--- config.mk ---
export PLATFORM = sky130hd
export DESIGN_NAME = mac_array_flat
export DESIGN_NICKNAME = d
export VERILOG_FILES = /design/src/rtl/mac_pkg.sv /design/src/rtl/mac_array_if.sv /design/src/rtl/mac_lane.sv /design/src/rtl/mac_array.sv /design/src/flat_wrapper.sv
export SDC_FILE = /design/constraint.sdc
export NUM_CORES = 2
export LEC_CHECK = 0
export ABC_AREA = 1
export BUFFER_PORTS_ARGS = -buffer_cell sky130_fd_sc_hd__buf_2
export CORE_MARGIN = 4
export CORE_UTILIZATION = 66
export CTS_CLUSTER_DIAMETER = 30
export CTS_CLUSTER_SIZE = 16
export DETAILED_ROUTE_END_ITERATION = 16
export PLACE_DENSITY = 0.84
export SKIP_LAST_GASP = 1
export SLEW_MARGIN = 10
export SYNTH_ARGS = -nofsm -noshare
export SYNTH_HDL_FRONTEND = slang
export SYNTH_SLANG_ARGS = --single-unit
--- constraint.sdc ---
create_clock -name clock -period 6.6 [get_ports clock]
set_input_delay 0.33 -clock clock [delete_from_list [all_inputs] [get_ports clock]]
set_output_delay 0.33 -clock clock [all_outputs]
set_load 0.01 [all_outputs]
--- src/rtl/mac_pkg.sv ---
// Width defaults and the shared shift/saturate helper for the mac_array datapath.
package mac_pkg;

    localparam int DATA_W_DEF = 16;
    localparam int LANES_DEF  = 4;
    localparam int ACC_W_DEF  = 2 * DATA_W_DEF + 8;
    localparam int OUT_W_DEF  = 16;
    localparam int SHIFT_DEF  = 8;

    // Working width of sat_shift; accumulators up to 63 bits fit with sign headroom.
    localparam int SAT_W = 64;

    typedef struct packed {
        logic signed [SAT_W-1:0] value;
        logic                    sat;
    } sat_res_t;

    // Floor shift then clamp to a signed out_w range; value comes back sign-extended.
    function automatic sat_res_t sat_shift(input logic signed [SAT_W-1:0] acc,
                                           input int unsigned             shift,
                                           input int unsigned             out_w);
        logic signed [SAT_W-1:0] s;
        logic signed [SAT_W-1:0] hi;
        logic signed [SAT_W-1:0] lo;
        sat_res_t                res;
        s         = acc >>> shift;
        hi        = (64'sd1 <<< (out_w - 1)) - 64'sd1;
        lo        = -(64'sd1 <<< (out_w - 1));
        res.value = s;
        res.sat   = 1'b0;
        if (s > hi) begin
            res.value = hi;
            res.sat   = 1'b1;
        end else if (s < lo) begin
            res.value = lo;
            res.sat   = 1'b1;
        end
        return res;
    endfunction

endpackage

--- src/rtl/mac_array_if.sv ---
// Operand stream in, completed group results out; the engine is always ready.
interface mac_array_if
    import mac_pkg::*;
#(
    parameter int DATA_W = DATA_W_DEF,
    parameter int LANES  = LANES_DEF,
    parameter int OUT_W  = OUT_W_DEF
);
    logic                      in_valid;
    logic                      in_first;
    logic                      in_last;
    logic [LANES*DATA_W-1:0]   in_a;
    logic [LANES*DATA_W-1:0]   in_b;
    logic                      out_valid;
    logic [LANES*OUT_W-1:0]    out_data;
    logic [LANES-1:0]          out_sat;

    modport master (
        output in_valid, in_first, in_last, in_a, in_b,
        input  out_valid, out_data, out_sat
    );

    modport slave (
        input  in_valid, in_first, in_last, in_a, in_b,
        output out_valid, out_data, out_sat
    );
endinterface

--- src/rtl/mac_lane.sv ---
// One MAC lane: operand capture, product, accumulator and saturated output register.
module mac_lane
    import mac_pkg::*;
#(
    parameter int DATA_W = DATA_W_DEF,
    parameter int ACC_W  = ACC_W_DEF,
    parameter int OUT_W  = OUT_W_DEF,
    parameter int SHIFT  = SHIFT_DEF
) (
    input  logic                     clock,
    input  logic                     reset_n,
    input  logic                     in_valid_i,
    input  logic signed [DATA_W-1:0] a_i,
    input  logic signed [DATA_W-1:0] b_i,
    input  logic                     v0_i,
    input  logic                     v1_i,
    input  logic                     first1_i,
    input  logic                     emit_i,
    output logic [OUT_W-1:0]         data_o,
    output logic                     sat_o
);

    logic signed [DATA_W-1:0]   a_q, a_d;
    logic signed [DATA_W-1:0]   b_q, b_d;
    logic signed [2*DATA_W-1:0] prod_q, prod_d;
    logic signed [ACC_W-1:0]    acc_q, acc_d;
    logic signed [ACC_W-1:0]    prod_ext;
    logic [OUT_W-1:0]           data_q, data_d;
    logic                       sat_q, sat_d;
    sat_res_t                   sat_res;

    assign prod_ext = {{(ACC_W - 2*DATA_W){prod_q[2*DATA_W-1]}}, prod_q};

    always_comb begin
        a_d    = a_q;
        b_d    = b_q;
        prod_d = prod_q;
        acc_d  = acc_q;
        data_d = data_q;
        sat_d  = sat_q;
        if (in_valid_i) begin
            a_d = a_i;
            b_d = b_i;
        end
        if (v0_i) begin
            prod_d = a_q * b_q;
        end
        // Accumulator wraps modulo 2^ACC_W; a first beat replaces rather than adds.
        if (v1_i) begin
            acc_d = first1_i ? prod_ext : acc_q + prod_ext;
        end
        sat_res = sat_shift({{(SAT_W - ACC_W){acc_q[ACC_W-1]}}, acc_q}, SHIFT, OUT_W);
        if (emit_i) begin
            data_d = OUT_W'(sat_res.value);
            sat_d  = sat_res.sat;
        end
    end

    always_ff @(posedge clock) begin
        if (!reset_n) begin
            a_q    <= '0;
            b_q    <= '0;
            prod_q <= '0;
            acc_q  <= '0;
            data_q <= '0;
            sat_q  <= 1'b0;
        end else begin
            a_q    <= a_d;
            b_q    <= b_d;
            prod_q <= prod_d;
            acc_q  <= acc_d;
            data_q <= data_d;
            sat_q  <= sat_d;
        end
    end

    assign data_o = data_q;
    assign sat_o  = sat_q;

endmodule

--- src/rtl/mac_array.sv ---
// LANES-wide signed MAC engine: shared control pipeline plus one mac_lane per lane.
module mac_array
    import mac_pkg::*;
#(
    parameter int DATA_W = DATA_W_DEF,
    parameter int LANES  = LANES_DEF,
    parameter int ACC_W  = ACC_W_DEF,
    parameter int OUT_W  = OUT_W_DEF,
    parameter int SHIFT  = SHIFT_DEF
) (
    input  logic          clock,
    input  logic          reset_n,
    mac_array_if.slave    bus
);

    // Stage 0 registers the beat, 1 holds the product, 2 the accumulator, 3 the output.
    logic v0_q, f0_q, l0_q;
    logic v1_q, f1_q, l1_q;
    logic v2_q;
    logic out_valid_q;

    logic [OUT_W-1:0]       lane_data [LANES];
    logic                   lane_sat  [LANES];
    logic [LANES*OUT_W-1:0] out_data_w;
    logic [LANES-1:0]       out_sat_w;

    always_ff @(posedge clock) begin
        if (!reset_n) begin
            v0_q        <= 1'b0;
            f0_q        <= 1'b0;
            l0_q        <= 1'b0;
            v1_q        <= 1'b0;
            f1_q        <= 1'b0;
            l1_q        <= 1'b0;
            v2_q        <= 1'b0;
            out_valid_q <= 1'b0;
        end else begin
            v0_q        <= bus.in_valid;
            f0_q        <= bus.in_valid & bus.in_first;
            l0_q        <= bus.in_valid & bus.in_last;
            v1_q        <= v0_q;
            f1_q        <= f0_q;
            l1_q        <= l0_q;
            v2_q        <= v1_q & l1_q;
            out_valid_q <= v2_q;
        end
    end

    generate
        for (genvar gi = 0; gi < LANES; gi++) begin : g_lane
            mac_lane #(
                .DATA_W (DATA_W),
                .ACC_W  (ACC_W),
                .OUT_W  (OUT_W),
                .SHIFT  (SHIFT)
            ) u_lane (
                .clock      (clock),
                .reset_n    (reset_n),
                .in_valid_i (bus.in_valid),
                .a_i        (bus.in_a[gi*DATA_W +: DATA_W]),
                .b_i        (bus.in_b[gi*DATA_W +: DATA_W]),
                .v0_i       (v0_q),
                .v1_i       (v1_q),
                .first1_i   (f1_q),
                .emit_i     (v2_q),
                .data_o     (lane_data[gi]),
                .sat_o      (lane_sat[gi])
            );
        end
    endgenerate

    always_comb begin
        out_data_w = '0;
        out_sat_w  = '0;
        for (int i = 0; i < LANES; i++) begin
            out_data_w[i*OUT_W +: OUT_W] = lane_data[i];
            out_sat_w[i]                 = lane_sat[i];
        end
    end

    assign bus.out_valid = out_valid_q;
    assign bus.out_data  = out_data_w;
    assign bus.out_sat   = out_sat_w;

endmodule

--- src/flat_wrapper.sv ---
// flat-port wrapper written by rule: the top's interface ports become plain ports
module mac_array_flat import mac_pkg::*;
#(
    parameter int DATA_W = DATA_W_DEF,
    parameter int LANES  = LANES_DEF,
    parameter int ACC_W  = ACC_W_DEF,
    parameter int OUT_W  = OUT_W_DEF,
    parameter int SHIFT  = SHIFT_DEF
)
  (clock, reset_n, bus_in_valid, bus_in_first, bus_in_last, bus_in_a, bus_in_b, bus_out_valid, bus_out_data, bus_out_sat);
  mac_array_if #(.DATA_W(DATA_W), .LANES(LANES), .OUT_W(OUT_W)) bus_i ();
  input  logic clock;
  input  logic reset_n;
  input wire logic [$bits(bus_i.in_valid)-1:0] bus_in_valid;
  input wire logic [$bits(bus_i.in_first)-1:0] bus_in_first;
  input wire logic [$bits(bus_i.in_last)-1:0] bus_in_last;
  input wire logic [$bits(bus_i.in_a)-1:0] bus_in_a;
  input wire logic [$bits(bus_i.in_b)-1:0] bus_in_b;
  output wire logic [$bits(bus_i.out_valid)-1:0] bus_out_valid;
  output wire logic [$bits(bus_i.out_data)-1:0] bus_out_data;
  output wire logic [$bits(bus_i.out_sat)-1:0] bus_out_sat;
  assign bus_i.in_valid = bus_in_valid;
  assign bus_i.in_first = bus_in_first;
  assign bus_i.in_last = bus_in_last;
  assign bus_i.in_a = bus_in_a;
  assign bus_i.in_b = bus_in_b;
  assign bus_out_valid = bus_i.out_valid;
  assign bus_out_data = bus_i.out_data;
  assign bus_out_sat = bus_i.out_sat;
  mac_array #(.DATA_W(DATA_W), .LANES(LANES), .ACC_W(ACC_W), .OUT_W(OUT_W), .SHIFT(SHIFT)) u_core (.clock(clock), .reset_n(reset_n), .bus(bus_i));
endmodule
==> results.sh <==
export IMPL_outcome="finished, final reports clean"
export IMPL_rsz0062_at_grt="false"
export IMPL_gp_congestion=1.00
export IMPL_relSlewSlack=0.202
export IMPL_drc=0
export IMPL_cts_root_buf="clkbuf_16"
export IMPL_drt_iter0_drc=6645
export IMPL_min_period_over_period=0.970
export IMPL_reg2reg_slack_ns=0.20
export IMPL_grt_pass1_vias=72900
export IMPL_p_leak_uw=0.0457
export IMPL_initial_core_util=0.667
export IMPL_power_density_nw_per_um2=241
export IMPL_synth_seq_area_share=0.135
export IMPL_dp_final_hpwl_mm=183
export IMPL_start_kind="flop"
export IMPL_fillers=8423
export IMPL_clock_skew_ns=0.0552
export IMPL_first_pass_iters=6
export IMPL_worstReg2RegStart="u_core.g_lane[0].u_lane.a_q[8]"
export IMPL_drive_above_1_share=0.0687
export IMPL_finalSetupTns_ns=0
export IMPL_synth_ff_type="dfxtp_1"
export IMPL_regArea_sq_um=9860
export IMPL_die_w_um=340
export IMPL_yosysTopAreaCellShare=0.289
export IMPL_die_h_um=340
export IMPL_nets=12300
export IMPL_fin_ws_ns=0.196
export IMPL_cts_setup_buffers=0
export IMPL_cts_buffers=116
export IMPL_yosys_warnings=0
export IMPL_ys_ff_latch=492
export IMPL_ir_worst_vdd_mv=0.313
export IMPL_r2r_end="u_core.g_lane[0].u_lane.prod_q[27]"
export IMPL_crit_start="u_core.g_lane[0].u_lane.a_q[8]"
export IMPL_hp_class="in2reg"
export IMPL_slew_viol_final=0
export IMPL_synthDistinctLibCells=49
export IMPL_cts_sinks=492
export IMPL_grt_pass1_wl_mm=387
export IMPL_worstPathMaxFanout=14
export IMPL_syn_nets=12100
export IMPL_syn_area_sq_um=72900
export IMPL_area_growth_pct=10.6
export IMPL_num_rows=121
export IMPL_worstPathRequired_ns=7.23
export IMPL_ctsHtreeMaxLevel=3
export IMPL_core_sq_um=109000
export IMPL_ios=202
export IMPL_vias=70000
export IMPL_end_kind="flop"
export IMPL_fmax_ghz=0.156
export IMPL_cts_tree="done"
export IMPL_worst_slew_pin_slew_ns=1.18
export IMPL_vias_per_cell=5.74
export IMPL_antenna_found_initial=8
export IMPL_grt_usage=0.422
export IMPL_maxCapViolations=0
export IMPL_worstSkewPairLatency_ns=0.74
export IMPL_endpoint="u_core.g_lane[0].u_lane.prod_q[27]"
export IMPL_multi_input_area_sq_um=52100
export IMPL_critical_path_arrival_ns=7.03
export IMPL_wirelength_mm=243
export IMPL_portBuffers=201
export IMPL_overflow=0
export IMPL_dpl_worst_slack_ns=0.288
export IMPL_r2r_cells=21
export IMPL_post_drt_wl_per_cell_um=19.9
export IMPL_cts_buffer_depth=3
export IMPL_min_period_ns=6.40
export IMPL_clkSlewWorstSetupHoldPaths_ns=0.05
export IMPL_synth_cells=10500
export IMPL_setup_violations=0
export IMPL_worstSetupPathType="reg2reg"
export IMPL_syn_area_per_cell_sq_um=6.97
export IMPL_synth_top_cells_by_area="fa_1 (29%), dfxtp_1 (14%), nand2_1 (13%)"
export IMPL_ant_nets=0
export IMPL_synth_area_leader_cell="fa_1"
export IMPL_synth_edf_count=0
export IMPL_dieArea_sq_um=116000
export IMPL_hold_viol=0
export IMPL_async_flop_share=0
export IMPL_grt_max_degree=142
cell usage after synthesis, types with 2 or more instances:
library cell  count
a31o_2            7
nand2_1        2501
nand3_2          14
ha_1            484
nor2_2           21
o21bai_1         57
nand3_1         357
o211ai_1         38
o221ai_1          5
nand3b_1          6
nor4_1           20
a211oi_1          3
nand2_4           5
xor2_1           88
inv_2            13
a21o_1           19
or2_2            19
o21ai_0         505
nor2_1          852
nor2_4            3
buf_1            13
buf_4             4
nor3_1           34
a21oi_4           2
a21oi_1         689
clkbuf_1        400
a31oi_1           4
nand4_1         118
nor3_2            3
a21oi_2          19
o21ai_1          32
o21ai_2           9
nand2_2          48
a41oi_1           2
xnor2_1          45
and2_1            4
buf_2            27
dfxtp_1         492
inv_1          2423
fa_1           1052
o21a_1            3
clkinv_1          7
or2_1             3
o221a_2           4
registers in the layout, summed over array words and instances, names as in the netlist, 4 cells and up:
| register | count |
|---|---|
| u_core.g_lane.u_lane.b_q | 64 |
| u_core.g_lane.u_lane.sat_o | 4 |
| u_core.g_lane.u_lane.data_o | 64 |
| u_core.g_lane.u_lane.acc_q | 160 |
| u_core.g_lane.u_lane.prod_q | 128 |
| u_core.g_lane.u_lane.a_q | 64 |
layout make-up:
class / instances / share of cell area
Multi-Input combinational cell: 7080 / 0.647
Sequential cell: 492 / 0.122
Inverter: 2443 / 0.114
Timing Repair Buffer: 469 / 0.0417
Clock buffer: 133 / 0.0381
Tap cell: 1476 / 0.0229
Clock inverter: 89 / 0.0138
Antenna cell: 4 / 0.000124
worst min-delay path by stage:
stage                            start  depth (start not counted)                         endpoint
after global placement     u_core.f0_q                          2                      u_core.f1_q
after global routing      bus_in_a[63]                          3  u_core.g_lane[3].u_lane.a_q[15]
final                     bus_in_a[63]                          3  u_core.g_lane[3].u_lane.a_q[15]
after detailed placement   u_core.l0_q                          2                      u_core.l1_q
after CTS                 bus_in_a[63]                          3  u_core.g_lane[3].u_lane.a_q[15]
after floorplan            u_core.f0_q                          2                      u_core.f1_q
repair_timing:
item	4_1_cts	5_1_grt
hold endpoints to repair	129	0
setup endpoints to repair	0	6
resized for setup	0	4
hold buffers	129	0
critical path, cell delays in order (launching register included):
cell,delay [ns]
dfxtp_1,0.83
buf_4,0.27
nand2_1,0.08
fa_1,0.53
inv_1,0.06
fa_1,0.58
fa_1,0.45
fa_1,0.48
fa_1,0.51
inv_1,0.05
fa_1,0.47
inv_1,0.04
ha_1,0.42
nand2_1,0.14
nor2_1,0.14
inv_1,0.10
nor3_1,0.31
o21ai_0,0.31
nand4_1,0.18
nand3_1,0.17
nand2_1,0.11
inv_1,0.05
metrics by stage:
step | power (uW) | cell area, sq um | hold WS, ns | std cells | utilization
after floorplan | 10100 | 72900 | 0.390 | 10500 | -
after global placement | 12700 | 75100 | 0.393 | 11800 | 0.687
after detailed placement | 12900 | 75100 | 0.403 | 11800 | 0.687
after CTS | 19200 | 80600 | 0.0229 | 12200 | 0.737
after global routing | 20800 | 80600 | 0.0869 | 12200 | 0.737
final | 19400 | 80600 | 0.0938 | 12200 | 0.737
power breakdown:
part / switching (uW) / internal [uW] / total (uW)
Sequential: 442 / 3190 / 3630
Combinational: 6270 / 3410 / 9680
Clock: 2180 / 3950 / 6130
Total: 8890 / 10500 / 19400
logic make-up (layout without fill, tap and decap cells):
| logic type | after synthesis | in the layout | synth area share |
|---|---|---|---|
| DFF | 492 | 492 | 0.135 |
| adders and majority gates | 1536 | 1536 | 0.372 |
| and+or+nand+nor | 4009 | 4009 | 0.224 |
| AOI/OAI and AO/OA | 1402 | 1402 | 0.103 |
| buffers and inverters | 2887 | 3134 | 0.149 |
| other | 0 | 4 | 0 |
| xor gates and xnor gates | 133 | 133 | 0.0160 |
routing by layer:
metal	GRT usage	vias up	routed length, um
li1	-	31800	-
met1	0.530	33000	91500
met2	0.666	4102	108000
met3	0.102	1132	26800
met4	0.245	6	16500
met5	0	-	37
cells in the final DEF, fill, tap and decap left out, drive strengths merged, types with 129 or more instances in the layout:
cell type / netlist / layout
a21oi: 710 / 710
buf: 44 / 339
clkbuf: 400 / 134
dfxtp: 492 / 492
dlygate4sd3: 0 / 129
fa: 1052 / 1052
ha: 484 / 484
inv: 2436 / 2469
nand2: 2554 / 2554
nand3: 371 / 371
nor2: 876 / 876
o21ai: 546 / 546
No activity file was read; power rests on OpenSTA's default activity.
